`src/rtl/rx_pack_pkg.sv`:
```
// -----------------------------------------------------------------------------
// rx_pack_pkg
// This package holds the definitions shared by rx_word_packer and
// rx_pack_timeout:
//   - the packer FSM state encoding
//   - the EOT character
//   - the default word size and the default flush timeout
// -----------------------------------------------------------------------------
package rx_pack_pkg;

    typedef enum logic [1:0] {
        ST_COLLECT = 2'd0,
        ST_ACK     = 2'd1,
        ST_OUTPUT  = 2'd2,
        ST_DONE    = 2'd3
    } pack_state_t;

    localparam logic [7:0] EOT_CHAR           = 8'h04;
    localparam int         DEF_WORD_BYTES     = 4;
    localparam int         DEF_TIMEOUT_CYCLES = 100000;

endpackage

```
`src/rtl/rx_pack_timeout.sv`:
```
// -----------------------------------------------------------------------------
// rx_pack_timeout
// Idle counter for flushing a partial word. It is built only when
// RX_PACK_TIMEOUT_EN is defined.
//
// Ports:
//   clk, rst_n : clock and asynchronous active-low reset
//   inc        : an idle cycle with a partial word held. When inc is low,
//                the count restarts from zero.
//   expired    : the current idle cycle is number TIMEOUT_CYCLES. The
//                packer moves to OUTPUT on this edge.
// -----------------------------------------------------------------------------
module rx_pack_timeout
    import rx_pack_pkg::*;
#(
    parameter int TIMEOUT_CYCLES = DEF_TIMEOUT_CYCLES
) (
    input  logic clk,
    input  logic rst_n,
    input  logic inc,
    output logic expired
);

    localparam int TW = (TIMEOUT_CYCLES < 2) ? 1 : $clog2(TIMEOUT_CYCLES + 1);

    logic [TW-1:0] cnt;

    // The expiry decode is one count early, so the flush happens on the same
    // edge that would make the count equal TIMEOUT_CYCLES.
    assign expired = inc && (cnt == TW'(TIMEOUT_CYCLES - 1));

    always_ff @(posedge clk or negedge rst_n) begin
        if (!rst_n)
            cnt <= '0;
        else if (!inc || expired)
            cnt <= '0;
        else
            cnt <= cnt + TW'(1);
    end

endmodule

```
`src/rtl/rx_word_packer.sv`:
```
// -----------------------------------------------------------------------------
// rx_word_packer
// Packs bytes from a UART RX buffer into WORD_BYTES-wide words for the
// crypter.
//   - The first byte received goes into the MSB.
//   - An EOT byte flushes any partial word and marks it as the last word.
//     If the word is empty, EOT only ends the message.
//   - Each consumed byte is acknowledged with a registered one-cycle
//     rx_clear pulse.
//   - When the packer is not in COLLECT, a pending byte stays in the RX
//     buffer. This applies backpressure to the buffer.
//
// Optional feature: RX_PACK_TIMEOUT_EN. When this macro is defined, a
// partial word is flushed (word_last=0) after TIMEOUT_CYCLES idle cycles.
//
// Ports:
//   clk, rst_n   : clock and asynchronous active-low reset
//   rx_flag      : a byte is pending in the RX buffer
//   rx_eot       : the pending byte is EOT
//   rx_data      : the pending byte
//   rx_clear     : the pending byte has been consumed (one-cycle pulse)
//   word_data    : the packed word; unfilled slots read 0x00
//   word_valid   : word_data, word_last and word_nbytes are valid
//   word_ready   : the consumer accepts the word
//   word_last    : this word was flushed by EOT
//   word_nbytes  : the number of valid bytes in word_data
//   msg_done     : one-cycle pulse at the end of a message
// -----------------------------------------------------------------------------
module rx_word_packer
    import rx_pack_pkg::*;
#(
    parameter int WORD_BYTES     = DEF_WORD_BYTES,
    parameter int TIMEOUT_CYCLES = DEF_TIMEOUT_CYCLES
) (
    input  logic                            clk,
    input  logic                            rst_n,
    input  logic                            rx_flag,
    input  logic                            rx_eot,
    input  logic [7:0]                      rx_data,
    output logic                            rx_clear,
    output logic [8*WORD_BYTES-1:0]         word_data,
    output logic                            word_valid,
    input  logic                            word_ready,
    output logic                            word_last,
    output logic [$clog2(WORD_BYTES+1)-1:0] word_nbytes,
    output logic                            msg_done
);

    localparam int CW = $clog2(WORD_BYTES + 1);

    if (WORD_BYTES < 2 || WORD_BYTES > 8 || TIMEOUT_CYCLES < 1) begin : g_bad_cfg
        $error("rx_word_packer: WORD_BYTES must be 2..8 and TIMEOUT_CYCLES >= 1");
    end

    pack_state_t   state;
    logic [CW-1:0] count;
    logic          eot_pend;
    logic          full;
    logic          tmo_expired;

    assign full = (count == CW'(WORD_BYTES));

`ifdef RX_PACK_TIMEOUT_EN
    logic tmo_inc;

    // The counter runs only while a partial word sits idle in COLLECT.
    // Any other cycle restarts it, including the cycle in which a byte
    // is stored.
    assign tmo_inc = (state == ST_COLLECT) && (count != '0) && !rx_flag;

    rx_pack_timeout #(
        .TIMEOUT_CYCLES (TIMEOUT_CYCLES)
    ) u_timeout (
        .clk     (clk),
        .rst_n   (rst_n),
        .inc     (tmo_inc),
        .expired (tmo_expired)
    );
`else
    assign tmo_expired = 1'b0;
`endif

    always_ff @(posedge clk or negedge rst_n) begin
        if (!rst_n) begin
            state       <= ST_COLLECT;
            count       <= '0;
            eot_pend    <= 1'b0;
            rx_clear    <= 1'b0;
            word_data   <= '0;
            word_valid  <= 1'b0;
            word_last   <= 1'b0;
            word_nbytes <= '0;
            msg_done    <= 1'b0;
        end else begin
            rx_clear <= 1'b0;
            msg_done <= 1'b0;
            case (state)
                ST_COLLECT: begin
                    if (rx_flag) begin
                        if (rx_eot) begin
                            // The EOT byte itself is never stored.
                            eot_pend <= 1'b1;
                        end else if (!full) begin
                            for (int i = 0; i < WORD_BYTES; i++) begin
                                if (count == CW'(i))
                                    word_data[8*(WORD_BYTES-1-i) +: 8] <= rx_data;
                            end
                            count <= count + CW'(1);
                        end
                        // rx_clear is high for the whole ACK cycle.
                        rx_clear <= 1'b1;
                        state    <= ST_ACK;
                    end else if (tmo_expired) begin
                        word_valid  <= 1'b1;
                        word_last   <= 1'b0;
                        word_nbytes <= count;
                        state       <= ST_OUTPUT;
                    end
                end

                ST_ACK: begin
                    if (full || (eot_pend && count != '0)) begin
                        word_valid  <= 1'b1;
                        word_last   <= eot_pend;
                        word_nbytes <= count;
                        state       <= ST_OUTPUT;
                    end else if (eot_pend) begin
                        state <= ST_DONE;
                    end else begin
                        state <= ST_COLLECT;
                    end
                end

                ST_OUTPUT: begin
                    if (word_ready) begin
                        word_valid  <= 1'b0;
                        word_last   <= 1'b0;
                        word_nbytes <= '0;
                        word_data   <= '0;
                        count       <= '0;
                        state       <= word_last ? ST_DONE : ST_COLLECT;
                    end
                end

                ST_DONE: begin
                    // msg_done is registered, so its pulse follows the
                    // DONE cycle.
                    msg_done <= 1'b1;
                    eot_pend <= 1'b0;
                    state    <= ST_COLLECT;
                end

                default: state <= ST_COLLECT;
            endcase
        end
    end

endmodule
```
`config.mk`:
```
export PLATFORM = sky130hd
export DESIGN_NAME = rx_word_packer
export DESIGN_NICKNAME = d
export VERILOG_FILES = /design/src/rtl/rx_pack_pkg.sv /design/src/rtl/rx_pack_timeout.sv /design/src/rtl/rx_word_packer.sv
export SDC_FILE = /design/constraint.sdc
export NUM_CORES = 1
export LEC_CHECK = 0
export CORE_AREA = 5 5 74 76
export DETAILED_ROUTE_END_ITERATION = 12
export DIE_AREA = 0 0 79 81
export PLACE_DENSITY_LB_ADDON = 0.05
export SLEW_MARGIN = 40
export SYNTH_ARGS = -nofsm -noshare
export SYNTH_HDL_FRONTEND = slang
export SYNTH_HIERARCHICAL = 1
export SYNTH_SLANG_ARGS = --single-unit
```
`constraint.sdc`:
```
create_clock -name clk -period 5.8 [get_ports clk]
set_clock_uncertainty 0.2 [all_clocks]
set_input_delay 1.74 -clock clk [delete_from_list [all_inputs] [get_ports clk]]
set_output_delay 1.74 -clock clk [all_outputs]
set_load 0.1 [all_outputs]
```
==> results of run 1 <==
## cell usage in the layout, fill, tap and decap left out, types with 2 or more instances in the layout
cell / synthesis / layout
o21ai_1: 24 / 24
a211oi_2: 2 / 2
buf_4: 4 / 2
or2_1: 3 / 3
clkbuf_1: 1 / 3
nor2_1: 4 / 4
buf_2: 5 / 39
nand3_1: 10 / 10
nor2b_1: 2 / 2
clkdlybuf4s50_1: 0 / 11
a21oi_1: 3 / 3
clkbuf_8: 0 / 5
o21ai_0: 27 / 27
inv_1: 5 / 5
a31oi_1: 3 / 3
nand2_1: 36 / 36
dfrtp_1: 45 / 45
a32oi_1: 2 / 2
ha_1: 5 / 5
## through the flow
step           hold slack [ns]  std cells  cell area (um2)
5_1_grt                  0.328        301             2390
2_1_floorplan            0.313        199             1990
3_5_place_dp             0.272        293             2310
4_1_cts                  0.291        301             2390
3_3_place_gp             0.269        293             2500
6_report                 0.288        301             2390
## worst paths after layout
| check | startpoint | depth (start not counted) | to | slack (ns) |
|---|---|---|---|---|
| min reg2reg | word_valid$_DFFE_PN0P_ | 1 | word_valid$_DFFE_PN0P_ | 0.29 |
| max reg2reg | count[0]$_DFFE_PN0P_ | 6 | word_data[12]$_DFFE_PN0P_ | 3.28 |
| min | word_valid$_DFFE_PN0P_ | 1 | word_valid$_DFFE_PN0P_ | 0.29 |
| max | rx_eot | 5 | word_data[12]$_DFFE_PN0P_ | 2.33 |
| min in group asynchronous | rst_n | 1 | word_valid$_DFFE_PN0P_ | 1.23 |
| max in group asynchronous | rst_n | 1 | word_nbytes[2]$_DFFE_PN0P_ | 3.78 |
## per-layer routing
metal  track usage, %  vias to the layer above
li1                 -                      778
met2             27.1                       42
met1             22.1                      836
met4             5.67                        0
met3             3.66                        8
met5                0                        -
## cells by family (layout without fill, tap and decap cells)
group / after synthesis / in the layout
AO/OA/AOI/OAI: 68 / 68
adder cells (fa/ha/maj): 5 / 5
buffers and inverters: 18 / 66
flip-flops: 45 / 45
multiplexers: 2 / 2
AND/OR/NAND/NOR: 61 / 61
## flip-flops by register name, indices dropped and copies added (netlist names)
name         cells
word_valid       1
rx_clear         1
state            2
word_last        1
word_data       32
msg_done         1
word_nbytes      3
eot_pend         1
count            3
## area by class of cell
type	count	area [um2]	area share [%]
well taps	54	67.6	2.83
repair buffers	52	320	13.4
flip-flops and latches	45	1130	47.2
multi-input cells	136	769	32.2
clock buffers	8	80.1	3.36
inverters	6	22.5	0.944
## critical path: cells and delay by family
family	cells	cell delay [ns]
buffers and inverters	1	0.54
AO/OA/AOI/OAI	3	0.81
AND/OR/NAND/NOR	1	0.36
==> key figures, run 1 <==
Logic synthesis
  – Yosys top cell area share: 56.5%
  – Most frequent cell after synthesis: dfrtp_1
  – Synth Instances: 199
  – Compound-cell area share of the yosys netlist: 20.2%
  – Ranking of synthesized cells by area: dfrtp_1 (56%), nand2_1 (6.8%), o21ai_0 (6.8%)
  – Cell Area, Synth: about 2000 um2
  – Commonest cells in the netlist: dfrtp_1 (45), nand2_1 (36), o21ai_0 (27)
  – Syn Nets: 217
  – Avg Inst Size Synth: 10.0 um2
  – Yosys synthesis warning count: 6
  – Prevailing post-synth register cell: dfrtp_1
  – FF+latch count, synth: 45
  – Yosys cell types: 35
  – Largest family of logic cells by synthesized area: compound AO/OA/AOI/OAI gates
  – Ys async rst share: 100%
  – Post-synthesis simple-gate area fraction: 14.2%
  – Yosys top cell by area: dfrtp_1
  – Mux contribution to synthesized area: 1.07%
  – EDFF count, synth: 0
  – Post-Synth XOR/XNOR Area: 0%
  – Post-Synth Adder-Cell Area: between 3 and 4%
  – Post-synthesis sequential area ratio: 56.5%

Worst setup path
  – Worst EP arrival: 3.45 ns
  – Crit start category: input port
  – Crit-path slowest cell: o211ai_2
  – Kind of critical path: in -> reg
  – Endpoint class of the critical path: flip-flop
  – CP peak stage delay: 0.63 ns
  – Worst-path cell chain: clkdlybuf4s50_1 -> a21oi_4 -> o211ai_2 -> or2_1 -> o21ai_1
  – WP data required: between 5 and 6 ns
  – Max FO, Critical Path: 23

Global routing
  – Total gr overflow: 0
  – All-Layer GR Usage: 16.6%
  – Largest net degree at the start of global routing: 46
  – First-pass GRT wire length: 8.06 mm
  – Vias in the first global route: ~1600
  – Antenna violations before repair: 0

Routing
  – DRC viols: 0
  – Met2 routed wirelength: 2.52 mm
  – Max layer used: met4
  – Detailed-route via count: between 1500 and 2000
  – Via-to-Cell Ratio: 5.53
  – WL final: 5.10 mm
  – M1 WL: 2.25 mm
  – ANT nets after route: 0
  – WL per Instance: 16.9 um
  – First-pass iteration count of the detailed router: 4
  – Met3 Wirelength: between 200 and 300 um
  – Iteration-0 DRC Markers: 65

Place
  – Place WS: roughly 2 ns
  – RD Place Congestion: about 0.81
  – Hpwl dp: 3.60 mm
  – I/O Buffers: 51

CTS
  – CTS Buffer Depth: 2
  – CTS tree: done
  – Hold_buf cts: 0
  – Clk Latency, worst-skew pair: 0.29 ns
  – CTS root buf: clkbuf_8
  – CTS resizes: 0
  – Total CTS buffers: 5
  – Clk slew on worst S/H paths: approximately 0.08 ns
  – H-tree Lvls: 2
  – Clock Sinks: 45
  – Postcts setup bufs: 0

Job
  – # Max-Cap Violations: 0

Floorplan
  – Core area: 4660 um2
  – Horiz. Die Dim: 79 um
  – Die area: 6400 um2
  – Die H: approximately 81 um
  – Row count: 25
  – I/O pin count: between 50 and 60
  – Initial core utilization: 42.8%

STA
  – Unrepaired setup endpoints after global routing: false
  – Fin crit period: 3.47 ns
  – Max_slew headroom: 49.0%
  – Pins Over Slew Limit: 0
  – Least-Margin Pin Slew: 0.763 ns
  – FMAX: 288 MHz
  – Final Cycle Share: 59.8%
  – Setup TNS: 0 ns
  – Final setup margin: 2.33 ns
  – Final setup viols: 0
  – Final hold violations: 0

Min path
  – Min-delay worst type: reg -> reg

Final layout
  – Layout cells sized above 1: 22.3%
  – Ant. Diodes: 0
  – Layout Utilization: just over 50%
  – Layout Nets: between 200 and 300
  – Area Growth Syn to Fin: 19.7%
  – # fillers: 459

Status
  – Outcome: finished, final reports clean
Power of run 1 is left out: the tool's default activity adds up to more than one toggle a clock period on the data nets, which glitch-free logic cannot reach.
==> inputs of run 2 (changes only) <==
Clock period 5.8 ns to 3.3 ns, I/O delays scaled along.
==> key figures, run 2 (synthesized netlist as in run 1, its figures left out) <==
Final layout
  – Area Growth Syn to Fin: 26.2%
  – Area of the multi-input gates: 769 um2 (unchanged)
  – Layout Nets: 268 (+1.5%)
  – Final Instance Count excl. Fillers: 305 (+1.3%)
  – Most flops, register: word_data
  – Regs by FF count: word_data: 32 flops, count: 3 flops, word_nbytes: 3 flops
  – Seq. cell area: 1130 um2 (unchanged)
  – Layout Utilization: 54.0% (+2.8 points)
  – Layout cells sized above 1: 23.9% (+1.6 points)
  – # fillers: 434 (-5.4%)
  – Max reg flops: 32 (unchanged)
  – Ant. Diodes: 0 (unchanged)
  – Most frequent cells in the layout: dfrtp_1 (45), buf_4 (44), nand2_1 (36), o21ai_0 (27), o21ai_1 (24)
  – Commonest non-fill, non-tap cell in the layout: dfrtp_1

STA
  – Setup TNS: 0 ns (unchanged)
  – Fin crit period: approximately 2.4 ns
  – Least-Margin Pin Slew: 0.573 ns (-0.191 ns)
  – Final setup margin: 0.851 ns (-1.48 ns)
  – Final setup viols: 0 (unchanged)
  – Final hold violations: 0 (unchanged)
  – Max_slew headroom: 61.8% (+13 points)
  – Pins Over Slew Limit: 0 (unchanged)
  – Unrepaired setup endpoints after global routing: false
  – Final Cycle Share: 74.2%
  – FMAX: 408 MHz

Place
  – Place WS: 0.548 ns (-1.47 ns)
  – Placed instance count: 297 (+1.4%)
  – RD Place Congestion: 0.820 (+0.85%)
  – Hpwl dp: 3.65 mm (+1.4%)
  – I/O Buffers: 51 (unchanged)

Floorplan
  – Core area: 4660 um2 (unchanged)
  – I/O pin count: 52 (unchanged)
  – Initial core utilization: 42.8% (unchanged)
  – Die area: 6400 um2 (unchanged)
  – Die H: 81 um (unchanged)
  – Row count: 25 (unchanged)
  – Horiz. Die Dim: 79 um (unchanged)

Status
  – Outcome: finished, final reports clean

Routing
  – WL per Instance: 16.3 um (-3.6%)
  – DRC viols: 0 (unchanged)
  – WL final: 4.98 mm (-2.3%)
  – Detailed-route via count: 1607 (-3.4%)
  – Iteration-0 DRC Markers: 75 (+15%)
  – ANT nets after route: 0 (unchanged)
  – First-pass iteration count of the detailed router: 4 (unchanged)
  – Via-to-Cell Ratio: 5.27 (-4.7%)

Worst setup path
  – Max FO, Critical Path: 10 (-57%)
  – Crit start category: input port
  – Worst EP arrival: 2.42 ns (-1.03 ns)
  – WP data required: 3.28 ns (-2.50 ns)
  – Crit-path slowest cell: clkdlybuf4s50_1
  – CP peak stage delay: 0.53 ns (-0.10 ns)
  – Worst-path cell chain: clkdlybuf4s50_1 -> a21oi_4 -> o211ai_2 -> or2_1 -> o21ai_1
  – R2R Setup Slk: 1.03 ns (-2.25 ns)
  – Endpoint class of the critical path: flip-flop
  – Kind of critical path: in -> reg

CTS
  – CTS root buf: clkbuf_8
  – H-tree Lvls: 2 (unchanged)
  – Hold_buf cts: 0 (unchanged)
  – Clk Latency, worst-skew pair: 0.30 ns (about the same)
  – Total CTS buffers: 5 (unchanged)
  – CTS resizes: 0 (unchanged)
  – CTS tree: done
  – Clk slew on worst S/H paths: 0.08 ns (about the same)
  – Postcts setup bufs: 0 (unchanged)
  – Clock Sinks: 45 (unchanged)
  – CTS Buffer Depth: 2 (unchanged)

Global routing
  – Total gr overflow: 0 (unchanged)
  – First-pass GRT wire length: 8.26 mm (+2.5%)
  – Antenna violations before repair: 0 (unchanged)
  – Largest net degree at the start of global routing: 20 (-57%)
  – All-Layer GR Usage: 17.0% (+0.35 points)
  – Vias in the first global route: 1641 (+4.6%)

Job
  – # Max-Cap Violations: 0 (unchanged)

Min path
  – Min-delay worst type: reg -> reg
## run 2: changes by cell type in the layout (fill, tap and decap cells not counted)
| cell | change |
|---|---|
| buf_2 | -38 |
| buf_4 | +42 |
| clkinvlp_4 | +1 |
| clkbuf_1 | -1 |
## run 2: final timing paths
check / from / to / depth (start not counted)
worst max-delay path: rx_eot / word_data[12]$_DFFE_PN0P_ / 5
worst min-delay path: word_valid$_DFFE_PN0P_ / word_valid$_DFFE_PN0P_ / 1
worst max register to register: count[0]$_DFFE_PN0P_ / word_data[12]$_DFFE_PN0P_ / 6
worst min register to register: word_valid$_DFFE_PN0P_ / word_valid$_DFFE_PN0P_ / 1
max in group asynchronous: rst_n / word_data[16]$_DFFE_PN0P_ / 2
min in group asynchronous: rst_n / word_valid$_DFFE_PN0P_ / 1
## run 2: per-layer routing
layer,track usage [%],wire (um)
met1,21.7,2190
met2,28.0,2440
met3,5.65,296
met4,4.12,58
met5,0,0
## run 2: layout make-up
cell class                      instances  share of cell area (%)
Clock buffer                            7                    3.03
Tap cell                               54                    2.69
Timing Repair Buffer                   56                    17.7
Clock inverter                          1                   0.299
Multi-Input combinational cell        136                    30.6
Sequential cell                        45                    44.8
Inverter                                6                   0.896
## run 2: per-stage QoR
step	area, um2	hold WS [ns]
global placement	2430	0.268
detailed placement	2430	0.272
CTS	2510	0.292
global route	2510	0.322
floorplan	1990	0.313
finish	2510	0.289
## run 2: critical path, delay by kind of cell
family | cells | cell delay, ns
AO/OA/AOI/OAI | 3 | 0.57
AND/OR/NAND/NOR | 1 | 0.33
buffers and inverters | 1 | 0.53
Power of run 2 is left out for the same reason.
